==> src/rtl/fw_interface_logger_if.sv <==
// Output beat stream of the firmware event logger: one header beat per message,
// followed by its string characters, under a valid/ready handshake.
interface fw_interface_logger_if #(
    parameter int CHAN_W = 2
);
    logic              out_valid;
    logic              out_ready;
    logic              out_first;
    logic              out_last;
    logic [CHAN_W-1:0] out_chan;
    logic [31:0]       out_code;
    logic [7:0]        out_char;

    modport master (
        output out_valid, out_first, out_last, out_chan, out_code, out_char,
        input  out_ready
    );

    modport slave (
        input  out_valid, out_first, out_last, out_chan, out_code, out_char,
        output out_ready
    );
endinterface

==> src/rtl/fw_interface_logger.sv <==
// Firmware event logger: accepts per-channel event strobes with an attached
// string from a double-buffered character store, and streams them out as messages.
module fw_interface_logger #(
    parameter int  CHANNELS  = 3,
    parameter int  STR_DEPTH = 64,
    parameter int  CNT_W     = 16,
    localparam int AW        = $clog2(STR_DEPTH),
    localparam int CW        = (CHANNELS > 1) ? $clog2(CHANNELS) : 1
) (
    input  logic                      wb_clk_i,
    input  logic                      wb_rst_i,
    input  logic [CHANNELS-1:0]       new_event,
    input  logic [32*CHANNELS-1:0]    event_reg,
    input  logic [AW:0]               str_len,
    input  logic [AW-1:0]             index,
    input  logic [7:0]                data,
    input  logic                      write_mem,
    fw_interface_logger_if.master     out_if,
    output logic                      full,
    output logic [CNT_W*CHANNELS-1:0] chan_count,
    output logic [CNT_W-1:0]          drop_count
);

    localparam int              NW        = $clog2(CHANNELS + 1);
    localparam int              DW        = CNT_W + NW;
    localparam logic [AW:0]     DEPTH_LEN = (AW + 1)'(STR_DEPTH);
    localparam logic [CNT_W-1:0] CNT_MAX  = '1;

    localparam logic [1:0] IDLE = 2'd0;
    localparam logic [1:0] HDR  = 2'd1;
    localparam logic [1:0] STR  = 2'd2;

    typedef struct packed {
        logic [CW-1:0] chan;
        logic [31:0]   code;
        logic [AW:0]   len;
    } msg_t;

    logic [7:0]       bank0 [STR_DEPTH];
    logic [7:0]       bank1 [STR_DEPTH];

    // Queue slot i always owns string bank i, so wr_sel doubles as the write slot.
    msg_t             q [2];
    msg_t             head;
    logic             wr_sel;
    logic             rd_ptr;
    logic [1:0]       count;
    logic [1:0]       state;
    logic [1:0]       state_next;
    logic [AW-1:0]    ptr;

    logic [CNT_W-1:0] chan_cnt [CHANNELS];
    logic [CNT_W-1:0] drop_cnt;
    logic [DW-1:0]    drop_sum;

    logic [CW-1:0]    sel_chan;
    logic [31:0]      sel_code;
    logic [NW-1:0]    n_set;
    logic [NW-1:0]    n_drop;
    logic             found;
    logic             accept;
    logic [AW:0]      len_in;

    logic             valid;
    logic             first;
    logic             last;
    logic [CW-1:0]    o_chan;
    logic [31:0]      o_code;
    logic [7:0]       o_char;
    logic             hs;
    logic             pop;
    logic             more;

    assign full = (count == 2'd2);
    assign head = q[rd_ptr];

    // NOTE: every variable written in a combinational block gets a default first,
    // otherwise paths that skip an assignment infer a latch.
    always_comb begin
        sel_chan = '0;
        sel_code = '0;
        n_set    = '0;
        found    = 1'b0;
        for (int c = 0; c < CHANNELS; c++) begin
            if (new_event[c]) begin
                if (!found) begin
                    sel_chan = CW'(c);
                    sel_code = event_reg[32*c +: 32];
                end
                found = 1'b1;
                n_set = n_set + NW'(1);
            end
        end
        accept = found && !full;
        n_drop = accept ? n_set - NW'(1) : n_set;
    end

    assign len_in   = (str_len > DEPTH_LEN) ? DEPTH_LEN : str_len;
    assign drop_sum = {{NW{1'b0}}, drop_cnt} + DW'(n_drop);

    // Outputs are decoded from registered state, so reset silences them at once.
    always_comb begin
        valid  = 1'b0;
        first  = 1'b0;
        last   = 1'b0;
        o_chan = '0;
        o_code = '0;
        o_char = '0;
        case (state)
            HDR: begin
                valid  = 1'b1;
                first  = 1'b1;
                last   = (head.len == '0);
                o_chan = head.chan;
                o_code = head.code;
            end
            STR: begin
                valid  = 1'b1;
                last   = ({1'b0, ptr} == head.len - (AW + 1)'(1));
                o_chan = head.chan;
                o_code = head.code;
                o_char = rd_ptr ? bank1[ptr] : bank0[ptr];
            end
            default: ;
        endcase
    end

    assign out_if.out_valid = valid;
    assign out_if.out_first = first;
    assign out_if.out_last  = last;
    assign out_if.out_chan  = o_chan;
    assign out_if.out_code  = o_code;
    assign out_if.out_char  = o_char;

    assign hs   = valid && out_if.out_ready;
    assign pop  = hs && last;
    assign more = (count == 2'd2) || accept;

    always_comb begin
        state_next = state;
        case (state)
            IDLE: if (count != 2'd0 || accept) state_next = HDR;
            HDR: begin
                if (hs) begin
                    if (head.len != '0) state_next = STR;
                    else                state_next = more ? HDR : IDLE;
                end
            end
            STR:     if (pop) state_next = more ? HDR : IDLE;
            default: state_next = IDLE;
        endcase
    end

    // NOTE: sequential state uses non-blocking assignments so every register
    // samples pre-edge values regardless of statement order.
    always_ff @(posedge wb_clk_i or negedge wb_rst_i) begin
        if (!wb_rst_i) begin
            state    <= IDLE;
            ptr      <= '0;
            wr_sel   <= 1'b0;
            rd_ptr   <= 1'b0;
            count    <= 2'd0;
            q[0]     <= '0;
            q[1]     <= '0;
            drop_cnt <= '0;
            for (int c = 0; c < CHANNELS; c++) chan_cnt[c] <= '0;
        end else begin
            state <= state_next;
            if (state == STR && hs) ptr <= last ? '0 : ptr + AW'(1);
            if (accept) begin
                q[wr_sel] <= '{chan: sel_chan, code: sel_code, len: len_in};
                wr_sel    <= ~wr_sel;
            end
            if (pop) rd_ptr <= ~rd_ptr;
            case ({accept, pop})
                2'b10:   count <= count + 2'd1;
                2'b01:   count <= count - 2'd1;
                default: ;
            endcase
            drop_cnt <= (drop_sum > DW'(CNT_MAX)) ? CNT_MAX : drop_sum[CNT_W-1:0];
            for (int c = 0; c < CHANNELS; c++) begin
                if (accept && sel_chan == CW'(c) && chan_cnt[c] != CNT_MAX)
                    chan_cnt[c] <= chan_cnt[c] + CNT_W'(1);
            end
        end
    end

    // NOTE: the string banks are plain storage with no reset, which keeps them
    // mappable to RAM; a bank is only read after it has been written.
    always_ff @(posedge wb_clk_i) begin
        if (write_mem && !full) begin
            if (wr_sel) bank1[index] <= data;
            else        bank0[index] <= data;
        end
    end

    for (genvar g = 0; g < CHANNELS; g++) begin : g_cnt
        assign chan_count[g*CNT_W +: CNT_W] = chan_cnt[g];
    end

    assign drop_count = drop_cnt;

endmodule
==> src/flat_wrapper.sv <==
// flat-port wrapper written by rule: the top's interface ports become plain ports
module fw_interface_logger_flat 
#(
    parameter int  CHANNELS  = 3,
    parameter int  STR_DEPTH = 64,
    parameter int  CNT_W     = 16,
    localparam int AW        = $clog2(STR_DEPTH),
    localparam int CW        = (CHANNELS > 1) ? $clog2(CHANNELS) : 1
)
  (wb_clk_i, wb_rst_i, new_event, event_reg, str_len, index, data, write_mem, full, chan_count, drop_count, out_if_out_valid, out_if_out_first, out_if_out_last, out_if_out_chan, out_if_out_code, out_if_out_char, out_if_out_ready);
  fw_interface_logger_if out_if_i ();
  input  logic wb_clk_i;
  input  logic wb_rst_i;
  input  logic [CHANNELS-1:0] new_event;
  input  logic [32*CHANNELS-1:0] event_reg;
  input  logic [AW:0] str_len;
  input  logic [AW-1:0] index;
  input  logic [7:0] data;
  input  logic write_mem;
  output logic full;
  output logic [CNT_W*CHANNELS-1:0] chan_count;
  output logic [CNT_W-1:0] drop_count;
  output wire logic [$bits(out_if_i.out_valid)-1:0] out_if_out_valid;
  output wire logic [$bits(out_if_i.out_first)-1:0] out_if_out_first;
  output wire logic [$bits(out_if_i.out_last)-1:0] out_if_out_last;
  output wire logic [$bits(out_if_i.out_chan)-1:0] out_if_out_chan;
  output wire logic [$bits(out_if_i.out_code)-1:0] out_if_out_code;
  output wire logic [$bits(out_if_i.out_char)-1:0] out_if_out_char;
  input wire logic [$bits(out_if_i.out_ready)-1:0] out_if_out_ready;
  assign out_if_out_valid = out_if_i.out_valid;
  assign out_if_out_first = out_if_i.out_first;
  assign out_if_out_last = out_if_i.out_last;
  assign out_if_out_chan = out_if_i.out_chan;
  assign out_if_out_code = out_if_i.out_code;
  assign out_if_out_char = out_if_i.out_char;
  assign out_if_i.out_ready = out_if_out_ready;
  fw_interface_logger #(.CHANNELS(CHANNELS), .STR_DEPTH(STR_DEPTH), .CNT_W(CNT_W)) u_core (.wb_clk_i(wb_clk_i), .wb_rst_i(wb_rst_i), .new_event(new_event), .event_reg(event_reg), .str_len(str_len), .index(index), .data(data), .write_mem(write_mem), .out_if(out_if_i), .full(full), .chan_count(chan_count), .drop_count(drop_count));
endmodule
==> config.mk <==
export PLATFORM = sky130hd
export DESIGN_NAME = fw_interface_logger_flat
export DESIGN_NICKNAME = d
export VERILOG_FILES = /design/src/rtl/fw_interface_logger_if.sv /design/src/rtl/fw_interface_logger.sv /design/src/flat_wrapper.sv
export SDC_FILE = /design/constraint.sdc
export NUM_CORES = 1
export LEC_CHECK = 0
export BUFFER_PORTS_ARGS = -buffer_cell sky130_fd_sc_hd__buf_2
export CORE_MARGIN = 2
export CORE_UTILIZATION = 25
export DETAILED_ROUTE_END_ITERATION = 8
export GPL_TIMING_DRIVEN = 0
export PLACE_DENSITY = 0.48
export SYNTH_ARGS = -nofsm -noshare
export SYNTH_HDL_FRONTEND = slang
export SYNTH_SLANG_ARGS = --single-unit
==> constraint.sdc <==
create_clock -name wb_clk_i -period 2.8 [get_ports wb_clk_i]
set_input_delay 0.28 -clock wb_clk_i [delete_from_list [all_inputs] [get_ports wb_clk_i]]
set_output_delay 0.28 -clock wb_clk_i [all_outputs]
set_load 0.01 [all_outputs]
[After elaboration in Yosys (flattened, before gate mapping)]
Memories as Yosys holds them, arrays and structs flattened.
Cells that the tools add are included.
Widths: inputs -> output; s select.
Storage, ports and cells
  register bits: 158
  bits in latches: 0
  RAM bits: 1024
  bits in read-only memories: 0
  input bits: 124
  output and inout port bits: 110
  word-level logic and storage cells: 119
  memories kept: 2
Cells by class
  add/subtract/negate cells: 11
  $mul: 0
  divide/modulo/power cells: 0
  order comparisons: 5
  equal/unequal tests: 14
  shifts and indexed selects: 0
  muxes and demuxes: 45
  bitwise operators: 4
  reduce and logical (&&, ||, !) cells: 23
Memory list
  u_core.bank0: words 64, width 8, rd ports 1, clocked after memory_dff 0, write ports 1, line fw_interface_logger.sv:39  | logic [7:0] bank0 [STR_DEPTH];
  u_core.bank1: words 64, width 8, rd ports 1, clocked after memory_dff 0, write ports 1, line fw_interface_logger.sv:40  | logic [7:0] bank1 [STR_DEPTH];
Operators by type and width (count)
  $mux 32: 6
  $mux 41: 4
  $bwmux 82: 1
  $add 16x1->16 const B: 3
  $ne 16x16->1 const B: 3
  $demux 41 s1: 1
  $mux 2: 11
  $gt 18x16->1 const B: 1
  $add 16x2->17: 1
  $mux 16: 1
  $mux 8: 2
  $mux 1: 14
  $logic_and 1x1->1: 12
  $eq 2x2->1 const B: 4
  $eq 6x7->1: 1
  $gt 7x7->1 const B: 1
  $logic_not 7->1: 1
  $mux 7: 1
  $reduce_bool 7->1: 1
  $sub 7x1->7 const B: 1
  $add 6x1->6 const B: 1
  $eq 2x1->1 const B: 3
  $mux 6: 1
  $ne 2x1->1 const B: 3
  other kinds (16): 24

[Logic depth before layout (Yosys ltp)]
Gate-level depths: netlist of run 1.
  depth in word-level cells: 10
  gate-level depth with buffers: 16
  depth with buffers taken out: 14

[Worst setup path after synthesis of run 1]
Ideal clock, no wire load.
  kind: input-to-reg
  start: input port new_event[0]
  end: register u_core.drop_cnt[10] (netlist: u_core.drop_count[10])
  setup time: 0.083 ns
  arrival time: 3.496 ns
  data required time: 2.717 ns
  path slack: -0.778 ns
  stages on the path: 16
  buffers on the path: 3
  cell sequence: clkbuf_1 -> clkbuf_1 -> inv_1 -> ha_1 -> nand2b_1 -> nand2_1 -> nor2_1 -> xnor2_1 -> o21ai_0 -> inv_1 -> fa_1 -> or3b_2 -> nor2_1 -> nand3_1 -> clkbuf_1 -> o21ai_0
Between the ends
  longest elaborated chain between the ends: 10
  elaborated cells between the ends (all ways): 14
  those cells by class: add/sub (4); order compare (1); mux (8); reduce/logical (1)
RTL lines
  from (decl): line flat_wrapper.sv:14  | input logic [CHANNELS-1:0] new_event;
  $mux 1: line fw_interface_logger.sv:85  | if (new_event[c]) begin
  $add 1x1->2: line fw_interface_logger.sv:91  | n_set = n_set + NW'(1);
  $mux 2: line fw_interface_logger.sv:85
  $add 2x1->2: line fw_interface_logger.sv:91
  $mux 2: line fw_interface_logger.sv:85
  $sub 2x1->2: line fw_interface_logger.sv:95  | n_drop = accept ? n_set - NW'(1) : n_set;
  $mux 2 (*): line fw_interface_logger.sv:95
  $add 16x2->17 (*): line fw_interface_logger.sv:99  | assign drop_sum = {{NW{1'b0}}, drop_cnt} + DW'(n_drop);
  $gt 18x16->1: line fw_interface_logger.sv:180  | drop_cnt <= (drop_sum > DW'(CNT_MAX)) ? CNT_MAX : drop_sum[CNT_W-1:0];
  $mux 16 (*): line fw_interface_logger.sv:180
  to (signal assigned): line fw_interface_logger.sv:180
  to (decl): line fw_interface_logger.sv:53  | logic [CNT_W-1:0] drop_cnt;
Every way passes the cells marked *; elsewhere a longest branch is shown, timed or not.
A chain may end at the register's enable or synchronous reset.

[Worst setup path in the final report of run 1]
  start: register u_core.ptr[0]
  end: output port out_if_out_char[3]
Between the ends
  longest elaborated chain between the ends: 3
  elaborated cells between the ends (all ways): 4
  those cells by class: mux (2); memory (2)
RTL lines
  from (decl): line fw_interface_logger.sv:50  | logic [AW-1:0] ptr;
  from (signal assigned): line fw_interface_logger.sv:169  | if (state == STR && hs) ptr <= last ? '0 : ptr + AW'(1);
  $mem_v2 64x8 (on tied branches)
  $mux 8 (*): line fw_interface_logger.sv:122  | o_char = rd_ptr ? bank1[ptr] : bank0[ptr];
  $mux 8 (*): line fw_interface_logger.sv:109  | case (state)
  to (decl): line flat_wrapper.sv:28  | output wire logic [$bits(out_if_i.out_char)-1:0] out_if_out_char;
Marked as above.

==> impl_metrics.json, run 1 <==
{
  "setup_slack_ns": -1.32,
  "clockBufferDepth": 3,
  "drc_errors": 0,
  "wl_um": 176000,
  "startpoint": "u_core.ptr[0]",
  "worstPathMaxFanout": 5,
  "syn_area_um2": 48200,
  "grt_overflow": 0,
  "cp.required_ns": 2.52,
  "placed_area_um2": 52800,
  "yosysWarnings": 0,
  "worst_slew_pin_slew_ns": 1.62,
  "crit_chain": "buf_12 -> buf_16 -> buf_16 -> mux4_2 -> mux4_2 -> o211ai_1 -> nand4_1 -> buf_2",
  "yosys_register_bits": 1182,
  "core_area_um2": 192000,
  "drtPass1Iterations": 7,
  "irDropWorstVdd_mv": 0.724,
  "drv_cap": 5,
  "start_util_pct": 25.1,
  "grt_pass1_vias": 28800,
  "die_area_um2": 196000,
  "drtIter0Drc": 3823,
  "ys_async_sr_fraction_pct": 13.4,
  "avgSynthCellArea_um2": 17.0,
  "syn_to_final_growth_pct": 28.3,
  "worst_setup_path_end_kind": "output pin",
  "syn_inst": 2836,
  "min_from": "data[5]",
  "finalSetupViolations": 141,
  "finish.net_count": 3571,
  "via_per_inst": 4.93,
  "placed_cells": 5601,
  "drt-wirelength-per-cell_um": 28.9,
  "fp-row-count": 161,
  "hp-class": "primary input to flop",
  "synth_enable_flop_cells": 1024,
  "ant_nets": 0,
  "die_w_um": 443,
  "drive_above_1_share_pct": 32.4,
  "via_count": 29900,
  "grt_pass1_wl_um": 237000,
  "violations": "capacitance limit, slew limit, setup timing",
  "hpwlAfterDp_um": 116000,
  "grt_max_degree": 116,
  "final_area_um2": 61800,
  "path_clk_slew_ns": 0.06,
  "tritoncts": "yes",
  "io_buffers": 230,
  "boundaryPins": 234,
  "htree_levels": 4,
  "fmax_mhz": 243,
  "grt_usage_pct": 17.4,
  "slew_headroom_pct": -8.01,
  "antenna_found_initial": 8,
  "ys_types": 68,
  "cp.arrival_ns": 3.84,
  "ys_seq_area_share_pct": 72.0,
  "max_stage_delay_ns": 0.54,
  "timing.final.hold_violations": 0,
  "fin_cells": 6064,
  "fin_skew_ns": 0.0458,
  "p_per_area_nw_per_um2": 919,
  "root_buffer": "clkbuf_16",
  "cp-start-kind": "flop",
  "synth_flop_cell": "edfxtp_1",
  "path_buf_inv": 4,
  "slew_viol_final": 55,
  "numCtsBuffers": 134,
  "syn_nets": 2978,
  "preCtsSetupSlack_ns": -2.42,
  "cts_sinks": 1182,
  "crit_slowest_cell": "mux4_2",
  "crit_type": "flop to output pin",
  "dieHeight_um": 443,
  "critPathTopFamily": "multiplexers",
  "status": "finished with violations",
  "p_leak_nw": 20.7,
  "r2r_start": "u_core.wr_sel",
  "period_needed_ns": 4.12,
  "clkLatencyLatePin_ns": 0.79,
  "layout.core_utilization_pct": 32.2,
  "fillers": 18700,
  "rsz0062_at_grt": "yes",
  "fin_crit_sh_pct": 147,
  "finalPower_mw": 56.8,
  "gp_congestion": 0.913
}
[placed cells by master (no fill, tap or decap), drive strengths merged, types with 4 or more instances in the layout]
cell,count
a22oi,45
dlygate4sd3,69
a221oi,14
dfrtp,158
nand2,151
mux2,10
nand3b,6
or2,5
nor2,207
buf,473
and2,5
edfxtp,1024
mux4,187
a21oi,107
xor2,24
inv,22
o211ai,7
nand4,22
or3b,4
o22ai,9
or3,6
xnor2,44
o221ai,50
and4,6
nor2b,43
o21a,6
a211oi,6
clkbuf,246
bufinv,8
o21ai,132
clkinv,57
nor3b,8
ha,17
mux2i,222
nand3,58
clkinvlp,5
nor3,22
nand2b,12
and3,13
[through the flow]
step	hold WS [ns]	setup TNS, ns
CTS	0.000419	-10.51
global placement	0.461	-745.74
detailed placement	0.205	-576.93
finish	0.0532	-17.90
global route	0.0351	-12.25
floorplan	-0.0156	0
[per-layer routing]
layer  GRT usage [%]  wire length (µm)  share of wire [%]  vias up
met2            26.4             78400                 45     1576
li1                -                 -                  -    12400
met5               0                28              0.016        -
met3            4.56             15700                8.9      306
met4            6.87              7190                4.1        4
met1            23.7             74200                 42    15600
[synthesized netlist by cell type, types with 4 or more instances]
master,n,area (µm²)
nor2_1,207,777
clkbuf_1,80,300
nand2b_1,12,75.1
nand3b_1,6,45.0
or3b_2,4,35.0
a21oi_1,107,536
edfxtp_1,1024,30700
nand3_1,58,290
and4_1,6,52.6
nor2b_1,43,269
and2_1,4,25.0
xor2_1,24,210
or2_2,4,25.0
o221ai_1,50,438
o21ai_0,126,631
nand2_1,151,567
o211ai_1,7,52.6
ha_1,17,213
or3_1,6,37.5
a221oi_1,13,114
a22oi_1,44,330
nor3_1,19,95.1
nand4_1,22,138
o21a_1,6,45.0
a211oi_1,6,45.0
buf_1,13,48.8
mux4_2,187,4210
o22ai_1,9,56.3
buf_4,11,82.6
buf_2,40,200
inv_1,15,56.3
xnor2_1,44,385
buf_8,7,105
o21ai_1,6,30.0
nor3b_1,7,52.6
mux2_2,10,113
mux2i_1,222,2220
buf_6,12,135
dfrtp_1,158,3950
and3_1,13,81.3
[power breakdown]
part / internal (mW) / leakage, nW / total, mW / switching [mW]
clock network: 10.0 / 2.11 / 17.5 / 7.45
registers: 20.0 / 11.2 / 20.7 / 0.692
logic: 7.92 / 7.37 / 18.6 / 10.7
total: 37.9 / 20.7 / 56.8 / 18.9
[kinds of logic (layout without fill, tap and decap cells)]
group	after synthesis	after routing	synth area share, %
DFF	1182	1182	72.0
AOI/OAI and AO/OA	396	396	5.16
xor gates and xnor gates	68	68	1.24
other	0	1	0
muxes	419	419	13.6
adders and majority gates	18	18	0.483
buffers and inverters	180	881	1.98
and+or+nand+nor	573	573	5.52
[registers in the layout, summed over array words and instances (netlist names)]
| name | flops |
|---|---|
| u_core.bank0 | 512 |
| u_core.bank1 | 512 |
| u_core.chan_count | 48 |
| u_core.count | 2 |
| u_core.drop_count | 16 |
| u_core.ptr | 6 |
| u_core.q | 82 |
| u_core.rd_ptr | 1 |
| u_core.state | 2 |
| u_core.wr_sel | 1 |
[timing repair]
item	4_1_cts	5_1_grt
setup endpoints to repair	926	166
setup buffers	103	46
resized for setup	455	162
pin swaps	52	40
gates cloned	1	3
hold endpoints to repair	276	0
hold buffers	70	0
[worst paths after layout]
kind	slack [ns]	cells after the start	endpoint
max	-1.32	8	out_if_out_char[3]
min reg2reg	0.48	2	u_core.q[17]
min in group asynchronous	0.08	3	u_core.chan_count[20]
min	0.05	1	u_core.bank1[32][5]
max reg2reg	-0.09	3	u_core.bank1[61][6]
max in group asynchronous	2.09	3	u_core.ptr[4]
[layout make-up]
| cell class | instances | area (µm²) | share of cell area [%] |
|---|---|---|---|
| inverters | 16 | 61.3 | 0.0992 |
| plain buffers | 159 | 1800 | 2.92 |
| repair buffers | 462 | 3700 | 5.98 |
| clock buffers | 168 | 3630 | 5.87 |
| clock inverters | 76 | 724 | 1.17 |
| multi-input cells | 1474 | 14000 | 22.7 |
| flip-flops and latches | 1182 | 34700 | 56.2 |
| diodes | 1 | 2.50 | 0.00405 |
| well taps | 2526 | 3160 | 5.11 |
No activity file was read; power rests on OpenSTA's default activity.
==> run 2, diff against run 1 <==
--- a/config.mk
+++ b/config.mk
@@ -7,10 +7,11 @@
 export LEC_CHECK = 0
 export BUFFER_PORTS_ARGS = -buffer_cell sky130_fd_sc_hd__buf_2
 export CORE_MARGIN = 2
-export CORE_UTILIZATION = 25
+export CORE_UTILIZATION = 45
 export DETAILED_ROUTE_END_ITERATION = 8
 export GPL_TIMING_DRIVEN = 0
-export PLACE_DENSITY = 0.48
+export PLACE_DENSITY = 0.71
 export SYNTH_ARGS = -nofsm -noshare
 export SYNTH_HDL_FRONTEND = slang
 export SYNTH_SLANG_ARGS = --single-unit
+export TNS_END_PERCENT = 20
==> constraint.sdc (replaced) <==
create_clock -name wb_clk_i -period 2.8 [get_ports wb_clk_i]
set_input_delay 0.56 -clock wb_clk_i [delete_from_list [all_inputs] [get_ports wb_clk_i]]
set_output_delay 0.56 -clock wb_clk_i [all_outputs]
set_load 0.01 [all_outputs]
==> run 2 against run 1 <==
Compared with the run above: the flow still finishes with violations (capacitance limit, slew limit, setup timing); critical path type unchanged; core utilization is 23 points higher; cell count is 21% lower; worst hold slack better by 0.076 ns; global-route usage is 10 points higher; via count is 0.48% higher; clock power is 12% lower; total power is 5.4% lower; critical path depth is 1 lower; largest power group unchanged.
==> impl_metrics.json, run 2 (synthesis gave the netlist of run 1 again) <==
{
  "hpwlAfterDp_um": 97500,
  "htree_levels": 3,
  "core_area_um2": 107000,
  "seqCellArea_um2": 34700,
  "root_buffer": "clkbuf_16",
  "slew_headroom_pct": -20.2,
  "p_per_area_nw_per_um2": 921,
  "grt_overflow": 0,
  "violations": "capacitance limit, slew limit, setup timing",
  "top_regs": "u_core.bank0 (512), u_core.bank1 (512), u_core.q (82)",
  "crit_chain": "buf_4 -> buf_2 -> buf_4 -> mux4_2 -> o211ai_1 -> nand4_1 -> buf_2",
  "boundaryPins": 234,
  "hp-class": "primary input to flop",
  "drive_above_1_share_pct": 31.4,
  "status": "finished with violations",
  "worstPathMaxFanout": 10,
  "max_stage_delay_ns": 0.47,
  "finish.net_count": 3430,
  "via_per_inst": 6.27,
  "regToRegSetupSlack_ns": -0.20,
  "grt_pass1_vias": 28500,
  "cp-start-kind": "flop",
  "clockBufferDepth": 3,
  "grt_max_degree": 89,
  "cp.required_ns": 2.24,
  "worst_setup_path_end_kind": "output pin",
  "drt-wirelength-per-cell_um": 32.1,
  "timing.final.hold_violations": 0,
  "numCtsBuffers": 116,
  "cp.arrival_ns": 3.80,
  "io_buffers": 230,
  "fin_skew_ns": 0.0425,
  "finalPower_mw": 53.7,
  "fmax_mhz": 229,
  "grt_pass1_wl_um": 211000,
  "final_common_cell": "edfxtp_1",
  "irDropWorstVdd_mv": 0.702,
  "gp_congestion": 0.999,
  "p_leak_nw": 19.8,
  "worst_slew_pin_slew_ns": 1.80,
  "fin_crit_sh_pct": 156,
  "multi_input_area_um2": 13900,
  "fillers": 8104,
  "drtPass1Iterations": 6,
  "drtIter0Drc": 5140,
  "setup_slack_ns": -1.56,
  "crit_slowest_cell": "mux4_2",
  "slew_viol_final": 22,
  "via_count": 30000,
  "rsz0062_at_grt": "yes",
  "drv_cap": 2,
  "antenna_found_initial": 9,
  "clkLatencyLatePin_ns": 0.75,
  "tritoncts": "yes",
  "wl_um": 154000,
  "finalSetupViolations": 148,
  "path_clk_slew_ns": 0.06,
  "layout.core_utilization_pct": 54.7,
  "die_w_um": 331,
  "drc_errors": 0,
  "crit_type": "flop to output pin",
  "die_area_um2": 110000,
  "start_util_pct": 45.2,
  "fp-row-count": 120,
  "final_cell_mix": "edfxtp_1, buf_2, mux4_2",
  "cts_sinks": 1182,
  "period_needed_ns": 4.36,
  "dieHeight_um": 331,
  "grt_usage_pct": 27.7,
  "syn_to_final_growth_pct": 21.1,
  "ant_nets": 0
}
run 2: cell count changes in the layout (fill, tap and decap cells not counted), moves of 7 or more:
cell	previous run	this run
clkbuf_1	63	70
buf_12	46	36
clkbuf_16	142	120
nor2_1	132	121
nor2_4	52	33
buf_4	135	98
buf_8	8	16
nor2_2	23	53
dlygate4sd3_1	69	1
run 2: final cells by class:
| cell class | count | share of cell area, % |
|---|---|---|
| antenna | 4 | 0.0172 |
| multi-input combinational | 1474 | 23.8 |
| clock inverter | 63 | 0.929 |
| clock buffer | 152 | 5.41 |
| tap | 1403 | 3.01 |
| buffer | 161 | 3.15 |
| inverter | 16 | 0.107 |
| sequential | 1182 | 59.5 |
| timing repair buffer | 337 | 4.11 |
run 2: worst max-delay path, delay by kind of cell (launching register included):
family / cells / cell delay [ns]
multiplexers: 1 / 0.47
buffers and inverters: 4 / 1.49
AND/OR/NAND/NOR: 1 / 0.32
AO/OA/AOI/OAI: 1 / 0.35
flip-flops: 1 / 0.42
run 2: path summary, 6_finish.rpt:
kind | cells after the start | from | end
max in group asynchronous | 3 | wb_rst_i | u_core.ptr[4]
hold / removal | 3 | str_len[2] | u_core.q[2]
setup / recovery | 7 | u_core.ptr[3] | out_if_out_char[3]
setup reg to reg | 4 | u_core.wr_sel | u_core.bank1[15][4]
hold reg to reg | 2 | u_core.q[79] | u_core.q[79]
min in group asynchronous | 2 | wb_rst_i | u_core.chan_count[10]
run 2: stage by stage:
stage               cells  TNS, ns  hold slack [ns]  instance area (µm²)  worst slack [ns]
CTS                  4733   -33.60            0.100                57200             -1.45
detailed placement   4478  -454.60            0.469                51400             -2.23
floorplan            2836    -2.01            0.264                48300            -0.196
global placement     4469  -674.02            0.461                51200             -2.20
global route         4790   -23.26            0.127                58300             -1.45
finish               4792   -24.68            0.129                58300             -1.56
run 2: what timing repair did:
action	in CTS	in global routing
endpoints found under the hold margin	74	0
cloned	0	1
endpoints found under the setup margin	865	731
pin swaps	26	40
buffers inserted	44	55
hold buffers	1	0
gates resized for setup	430	180
run 2: routing by layer:
metal,vias up,share of wire [%],global-route usage [%]
met3,502,15,9.82
met2,2421,44,41.1
li1,12100,-,-
met5,-,0.10,0.739
met4,8,6.6,15.7
met1,15000,35,35.3
run 2: where the power goes:
| group | internal [mW] | switching (mW) | total, mW |
|---|---|---|---|
| logic | 7.70 | 10.0 | 17.7 |
| registers | 20.0 | 0.653 | 20.6 |
| clock network | 8.50 | 6.86 | 15.4 |
| total | 36.2 | 17.6 | 53.7 |
